**src/rtl/lif_scheduler_if.sv**
```systemverilog
// Bus bundle between the chip I/O wrapper and lif_scheduler: timestep request,
// current-register writes, state readout and timestep status.
interface lif_scheduler_if #(
    parameter int N     = 4,
    parameter int WIDTH = 8
);
    localparam int AW = $clog2(N);

    logic             start;
    logic             cur_we;
    logic [AW-1:0]    cur_addr;
    logic [WIDTH-1:0] cur_data;
    logic [AW-1:0]    rd_addr;
    logic [WIDTH-1:0] rd_state;
    logic             busy;
    logic             done;
    logic [N-1:0]     spikes;

    modport master (
        output start, cur_we, cur_addr, cur_data, rd_addr,
        input  rd_state, busy, done, spikes
    );

    modport slave (
        input  start, cur_we, cur_addr, cur_data, rd_addr,
        output rd_state, busy, done, spikes
    );
endinterface

```
**src/rtl/lif_scheduler.sv**
```systemverilog
// Time-multiplexed LIF controller: one shared update datapath walks neurons
// 0..N-1 per timestep and publishes the timestep's spike vector.
module lif_scheduler #(
    parameter int N         = 4,
    parameter int WIDTH     = 8,
    parameter int THRESHOLD = 200,
    parameter int REFRACT   = 2
) (
    input logic            clk,
    input logic            rst,
    lif_scheduler_if.slave bus
);
    localparam int AW = $clog2(N);
    localparam logic [AW-1:0] LAST = AW'(N - 1);

    typedef enum logic [1:0] {
        IDLE,
        UPDATE,
        DONE
    } state_t;

    state_t r_state;
    state_t w_next;

    logic [AW-1:0]    r_idx;
    logic [WIDTH-1:0] r_mem [N];
    logic [WIDTH-1:0] r_cur [N];
    logic [3:0]       r_ref [N];
    logic [N-1:0]     r_acc;
    logic [N-1:0]     r_spikes;

    logic             w_busy;
    logic             w_done;
    logic             w_begin;
    logic [WIDTH-1:0] w_s;
    logic [WIDTH-1:0] w_c;
    logic [3:0]       w_r;
    logic [WIDTH:0]   w_sum;
    logic [WIDTH-1:0] w_new;
    logic [3:0]       w_r_new;
    logic             w_spk;
    logic [N-1:0]     w_acc_set;

    always_ff @(posedge clk or posedge rst) begin
        if (rst) begin
            r_state <= IDLE;
        end else begin
            r_state <= w_next;
        end
    end

    always_comb begin
        w_next  = r_state;
        w_busy  = 1'b0;
        w_done  = 1'b0;
        w_begin = 1'b0;
        case (r_state)
            IDLE: begin
                if (bus.start) begin
                    w_next  = UPDATE;
                    w_begin = 1'b1;
                end
            end
            UPDATE: begin
                w_busy = 1'b1;
                if (r_idx == LAST) begin
                    w_next = DONE;
                end
            end
            DONE: begin
                w_done = 1'b1;
                if (bus.start) begin
                    w_next  = UPDATE;
                    w_begin = 1'b1;
                end else begin
                    w_next = IDLE;
                end
            end
            default: w_next = IDLE;
        endcase
    end

    // Shared datapath for the neuron selected by r_idx
    always_comb begin
        w_s     = r_mem[r_idx];
        w_c     = r_cur[r_idx];
        w_r     = r_ref[r_idx];
        w_sum   = {1'b0, w_c} + {2'b00, w_s[WIDTH-1:1]};
        w_new   = '0;
        w_r_new = w_r;
        w_spk   = 1'b0;
        if (w_r != 4'd0) begin
            w_r_new = w_r - 4'd1;
        end else if (w_s >= WIDTH'(THRESHOLD)) begin
            w_spk   = 1'b1;
            w_new   = w_c;
            w_r_new = 4'(REFRACT);
        end else begin
            w_new = w_sum[WIDTH] ? '1 : w_sum[WIDTH-1:0];
        end
        w_acc_set        = r_acc;
        w_acc_set[r_idx] = w_spk;
    end

    always_ff @(posedge clk or posedge rst) begin
        if (rst) begin
            r_idx    <= '0;
            r_acc    <= '0;
            r_spikes <= '0;
            for (int unsigned i = 0; i < N; i++) begin
                r_mem[i] <= '0;
                r_cur[i] <= '0;
                r_ref[i] <= '0;
            end
        end else begin
            if (w_begin) begin
                r_idx <= '0;
                r_acc <= '0;
            end else if (r_state == UPDATE) begin
                r_mem[r_idx] <= w_new;
                r_ref[r_idx] <= w_r_new;
                r_acc        <= w_acc_set;
                r_idx        <= r_idx + AW'(1);
                // Published on entry to DONE so the last neuron's bit is included
                if (r_idx == LAST) begin
                    r_spikes <= w_acc_set;
                end
            end
            if (bus.cur_we) begin
                r_cur[bus.cur_addr] <= bus.cur_data;
            end
        end
    end

    assign bus.rd_state = r_mem[bus.rd_addr];
    assign bus.busy     = w_busy;
    assign bus.done     = w_done;
    assign bus.spikes   = r_spikes;
endmodule
```
**src/flat_wrapper.sv**
```systemverilog
// flat-port wrapper written by rule: the top's interface ports become plain ports
module lif_scheduler_flat 
#(
    parameter int N         = 4,
    parameter int WIDTH     = 8,
    parameter int THRESHOLD = 200,
    parameter int REFRACT   = 2
)
  (clk, rst, bus_start, bus_cur_we, bus_cur_addr, bus_cur_data, bus_rd_addr, bus_rd_state, bus_busy, bus_done, bus_spikes);
  lif_scheduler_if #(.N(N), .WIDTH(WIDTH)) bus_i ();
  input logic clk;
  input logic rst;
  input wire logic [$bits(bus_i.start)-1:0] bus_start;
  input wire logic [$bits(bus_i.cur_we)-1:0] bus_cur_we;
  input wire logic [$bits(bus_i.cur_addr)-1:0] bus_cur_addr;
  input wire logic [$bits(bus_i.cur_data)-1:0] bus_cur_data;
  input wire logic [$bits(bus_i.rd_addr)-1:0] bus_rd_addr;
  output wire logic [$bits(bus_i.rd_state)-1:0] bus_rd_state;
  output wire logic [$bits(bus_i.busy)-1:0] bus_busy;
  output wire logic [$bits(bus_i.done)-1:0] bus_done;
  output wire logic [$bits(bus_i.spikes)-1:0] bus_spikes;
  assign bus_i.start = bus_start;
  assign bus_i.cur_we = bus_cur_we;
  assign bus_i.cur_addr = bus_cur_addr;
  assign bus_i.cur_data = bus_cur_data;
  assign bus_i.rd_addr = bus_rd_addr;
  assign bus_rd_state = bus_i.rd_state;
  assign bus_busy = bus_i.busy;
  assign bus_done = bus_i.done;
  assign bus_spikes = bus_i.spikes;
  lif_scheduler #(.N(N), .WIDTH(WIDTH), .THRESHOLD(THRESHOLD), .REFRACT(REFRACT)) u_core (.clk(clk), .rst(rst), .bus(bus_i));
endmodule
```
**config.mk**
```make
export PLATFORM = sky130hd
export DESIGN_NAME = lif_scheduler_flat
export DESIGN_NICKNAME = d
export VERILOG_FILES = /design/src/rtl/lif_scheduler_if.sv /design/src/rtl/lif_scheduler.sv /design/src/flat_wrapper.sv
export SDC_FILE = /design/constraint.sdc
export NUM_CORES = 1
export LEC_CHECK = 0
export CAP_MARGIN = 20
export CELL_PAD_IN_SITES_DETAIL_PLACEMENT = 1
export CELL_PAD_IN_SITES_GLOBAL_PLACEMENT = 1
export CORE_MARGIN = 10
export CORE_UTILIZATION = 52
export CTS_CLUSTER_SIZE = 8
export DETAILED_ROUTE_END_ITERATION = 10
export MAX_ROUTING_LAYER = met4
export PLACE_DENSITY = 0.81
export RECOVER_POWER = 100
export SKIP_CTS_REPAIR_TIMING = 1
export SLEW_MARGIN = 20
export SYNTH_ARGS = -nofsm -noshare
export SYNTH_HDL_FRONTEND = slang
export SYNTH_SLANG_ARGS = --single-unit
```
**constraint.sdc**
```tcl
create_clock -name clk -period 8.9 [get_ports clk]
set_input_delay 0.89 -clock clk [delete_from_list [all_inputs] [get_ports clk]]
set_output_delay 0.89 -clock clk [all_outputs]
set_load 0.01 [all_outputs]
```
# Word level (Yosys, flattened, before mapping)
# Cells that the tools add are included.
# totals
register_bits,92
latch_bits,0
mem_bits_rw,0
rom_bits,0
inputBits,16
output_inout_bits,14
wordCells,89
mem_count,0
# op_classes
addsub,3
n_mul,0
div_mod_pow,0
magnitude_cmp,8
eq_ne,5
shift,0
mux,43
bitwise,4
reduce_logical,10
# ops
op,n
8-bit 2-to-1 mux,11
32-bit bitwise mux,2
8-bit binary-select mux with 2-bit select,3
8-bit demux with 2-bit select,2
4-bit 2-to-1 mux,7
16-bit bitwise mux,1
8-bit by 7-bit adder with 9-bit output,1
"3-bit >= comparator, second input constant",3
2-bit inverter with 3-bit output,3
4-bit binary-select mux with 2-bit select,1
4-bit demux with 2-bit select,1
"8-bit >= comparator, second input constant",1
1-bit 2-to-1 mux,8
2-bit 2-to-1 mux,4
"3-bit by 1-bit less-than comparator with 1-bit output, second input constant",2
2-bit case mux with 3 select lines,1
4-bit bitwise mux,1
"2-bit == test, second input constant",2
2-bit AND reduction,2
4-bit nonzero test,1
"4-bit by 1-bit subtractor with 4-bit output, second input constant",1
1-bit logical AND,3
"2-bit by 3-bit less-than comparator with 1-bit output, second input constant",1
3-bit AND reduction,1
10 further kinds,10

# Logic depth before layout (Yosys ltp)
# depth
word_depth,10
mapped_depth,10
depth_no_buf,8

# Worst setup path before layout
# Ideal clock, no wire load.
# synth_timing
path_type,flip-flop to flip-flop
from,reg u_core.r_idx[0]
to,reg u_core.r_mem[13] (netlist bit)
setup_ps,121
arrival_time_ps,3059
path_slack_ps,5720
path_stages_with_launch,11
path_buffers,2
cell_sequence,dfrtp_1 > buf_6 > buf_2 > mux4_2 > ha_1 > fa_1 > nand3_1 > a21oi_1 > o21ai_1 > a41oi_2 > a22o_1
# synth_between
elab_chain_cells,9
word_cells_on_any_way,22
cone_classes,add/sub (1); order compare (3); mux (15); bitwise (1); reduce/logical (2)
# synth_rtl
item,line,rtl
from (decl),lif_scheduler.sv:25,logic [AW-1:0] r_idx;
from (signal assigned),lif_scheduler.sv:123,r_idx <= r_idx + AW'(1);
2-bit inverter with 3-bit output (not written as such) *,n/a,
8-bit binary-select mux with 2-bit select (on tied branches),"lif_scheduler.sv:86, lif_scheduler.sv:85",
8-bit 2-to-1 mux (on tied branches) (2 in a row),"lif_scheduler.sv:86, lif_scheduler.sv:85",
8-bit by 7-bit adder with 9-bit output,lif_scheduler.sv:88,"w_sum = {1'b0, w_c} + {2'b00, w_s[WIDTH-1:1]};"
8-bit 2-to-1 mux,lif_scheduler.sv:99,w_new = w_sum[WIDTH] ? '1 : w_sum[WIDTH-1:0];
8-bit 2-to-1 mux,lif_scheduler.sv:94,end else if (w_s >= WIDTH'(THRESHOLD)) begin
8-bit 2-to-1 mux,lif_scheduler.sv:92,if (w_r != 4'd0) begin
32-bit bitwise mux *,lif_scheduler.sv:120,r_mem[r_idx] <= w_new;
"to (signal, indexed assignment)",lif_scheduler.sv:120,
to (decl),lif_scheduler.sv:26,logic [WIDTH-1:0] r_mem [N];
# Mark *: on every way between the ends. The rest lies on a longest branch, timed or not. The select of a mux whose other input is x is not followed.
# A chain may end at the register's enable or synchronous reset.

==> run summary <==
critical path capture point type - asynchronous set/reset pin
reg-to-reg slack, setup - 4.19 ns
CP max FO - 91
placed cells - 500
drc violations - 0
die width - 115 um
failing checks - max-capacitance violations, max-slew violations
first-pass GRT wire length - 19100 um
Max-Cap Viols - 2
fmax - 0.182 GHz
Final nets - 432
io pins - 30
fraction of layout cells with a size suffix above 1 - 0.203
via density per instance - 6.29
Final Hold Viols - 0
cts bufs inserted - 9
worst r2r dst - u_core.r_mem[14]$_DFFE_PP0P_
hold crit path type - reg2reg
Placer Congestion - 0.817
Reg2Reg Depth - 9
total track usage - 0.187
CP peak stage delay - 3.37 ns
Synth top cells by count - dfrtp_1 (91), nand2_1 (41), mux2_2 (32)
sequential area share after synthesis - 0.486
HPWL Detailed - 8070 um
crit path time final - 5.51 ns
full die area - 0.0132 sq mm
syn nets - 404
startpoint of the worst hold path - u_core.r_ref[5]$_DFFE_PP0P_
RSZ-0062 raised after global routing - false
Worst-path clk slew - 0.09 ns
Final ANT Viol Nets - 0
startpoint types - input port
largest net degree at the start of global routing - 92
clk sinks - 91
WHS Path Cells - 2
n_diodes - 0
status - finished, violations left
initial antenna violation count - 0
Clock Latency Late Sink - 0.36 ns
Mean Syn Cell Area - 12.5 sq um
grt ovf - 0
mapped cell area - 0.00469 sq mm
Crit Path Class - in2async
Syn Inst Count - 375
count of pins over their slew limit - 111
Ys Warns - 0
Layout Cells excl Fill - 516
setup TNS - 0 ns
slowest CP cell - clkbuf_1
Critical Path AT - 4.84 ns
Placement Rows - 34
ys async rst share - 1.00
Starting Density - 0.535
core area - 0.00876 sq mm
CTS tree - done
Max Clock Skew - 0.00977 ns
CTS root buffer - clkbuf_8
CTS HTree Levels - 3
number of global-route vias before repair - 3665
via count - 3246
RR Startpoint - u_core.r_idx[0]$_DFFE_PP0P_
Slew @ Worst Pin - 4.86 ns
Leak Pwr - 2.23 nW
Pwr Density - 396 mW/mm^2
top_reg_cell synth - dfrtp_1
most frequent cell after synthesis - dfrtp_1
Slew headroom - -2.24
cell taking the most area after synthesis - dfrtp_1
Req. time, crit path - 8.23 ns
Overall Power - 2.06 mW
Tcrit/Tclk final - 0.619
P&R area growth vs syn - 10.9%
First DRT Iteration DRCs - 206
Final setup viols - 0
Hold EP - u_core.r_ref[5]$_DFFE_PP0P_
number of flops mapped to enable cells by yosys - 0
DRT Wirelength - 11500 um
Routed wire per std cell - 22.2 um
final worst slack - 3.39 ns
Pre-Repair DR Iteration Count - 4
chip height - 115 um
post-synthesis register bit count - 91
synth top area cells - dfrtp_1 (49%), mux4_2 (13%), mux2_2 (7.7%)
Max VDD drop - 0.200 mV
pre-CTS setup slack - 5.17 ns
Max Root-Sink Buffers - 2
synth unique cells - 45
crit path cell chain - clkdlybuf4s50_1 -> clkinv_2 -> clkbuf_1
PortBufs - 29
area share of the largest cell type after synthesis - 0.486
==> how the worst max path moves through the flow <==
stage	from	end	slack, ns	cells past startpoint
floorplan	rst	u_core.bus.spikes[0]$_DFFE_PP0P_	5.65	1
global placement	bus_rd_addr[0]	bus_rd_state[4]	5.21	3
detailed placement	bus_rd_addr[0]	bus_rd_state[6]	5.17	3
CTS	bus_rd_addr[0]	bus_rd_state[6]	5.16	3
global route	rst	u_core.r_mem[10]$_DFFE_PP0P_	2.52	3
finish	rst	u_core.r_mem[17]$_DFFE_PP0P_	3.39	3
==> where the power goes <==
| part | switching (mW) | internal (mW) | total, mW |
|---|---|---|---|
| clock | 0.152 | 0.117 | 0.269 |
| combinational | 0.697 | 0.468 | 1.17 |
| sequential | 0.0873 | 0.539 | 0.626 |
| total | 0.936 | 1.12 | 2.06 |
==> placed cells by master, fill, tap and decap left out, types with 11 or more instances in the layout <==
master	netlist	final
dfrtp_1	91	91
nand2_1	41	41
o21ai_0	29	35
mux2_2	32	32
a22o_1	28	28
mux4_2	27	27
dlygate4sd3_1	0	16
clkdlybuf4s50_1	0	13
inv_1	12	12
ha_1	12	12
nor2_1	10	11
clkbuf_8	0	11
==> final cells by class <==
class | instances | area [sq um]
repair buffers | 33 | 309
multi-input cells | 255 | 2240
fillers | 904 | 3560
inverters | 13 | 50.0
clock buffers | 11 | 151
clock inverters | 5 | 37.5
flip-flops and latches | 91 | 2280
well taps | 108 | 135
==> flip-flops by register name (all words and copies together) (netlist names) <==
register / cells
u_core.r_cur: 32
u_core.r_mem: 32
u_core.r_ref: 16
u_core.bus.spikes: 4
u_core.r_acc: 3
u_core.r_idx: 2
u_core.r_state: 2
==> kinds of logic after synthesis <==
family                     share of synthesized area
DFF                                            0.486
muxes                                          0.218
xor gates and xnor gates                     0.00561
buffers and inverters                         0.0283
adders and majority gates                     0.0363
AOI/OAI and AO/OA                              0.137
and+or+nand+nor                               0.0891
==> worst max-delay path, delay by kind of cell <==
family                 cells  cell delay [ns]
buffers and inverters      3             3.83
==> layer usage <==
| metal | track usage | vias up | wire, um |
|---|---|---|---|
| li1 | - | 1461 | - |
| met1 | 0.228 | 1702 | 4880 |
| met2 | 0.312 | 67 | 6020 |
| met3 | 0.0297 | 16 | 362 |
| met4 | 0.0611 | 0 | 204 |
| met5 | - | - | 0 |
==> stage by stage <==
stage / cell area (sq um) / utilization / hold WS, ns
3_3_place_gp: 5060 / 0.578 / 0.457
2_1_floorplan: 4690 / - / 0.445
6_report: 5200 / 0.594 / 0.486
4_1_cts: 5250 / 0.599 / 0.492
5_1_grt: 5200 / 0.594 / 0.524
3_5_place_dp: 5060 / 0.578 / 0.470
Power figures use the tool's default switching activity.
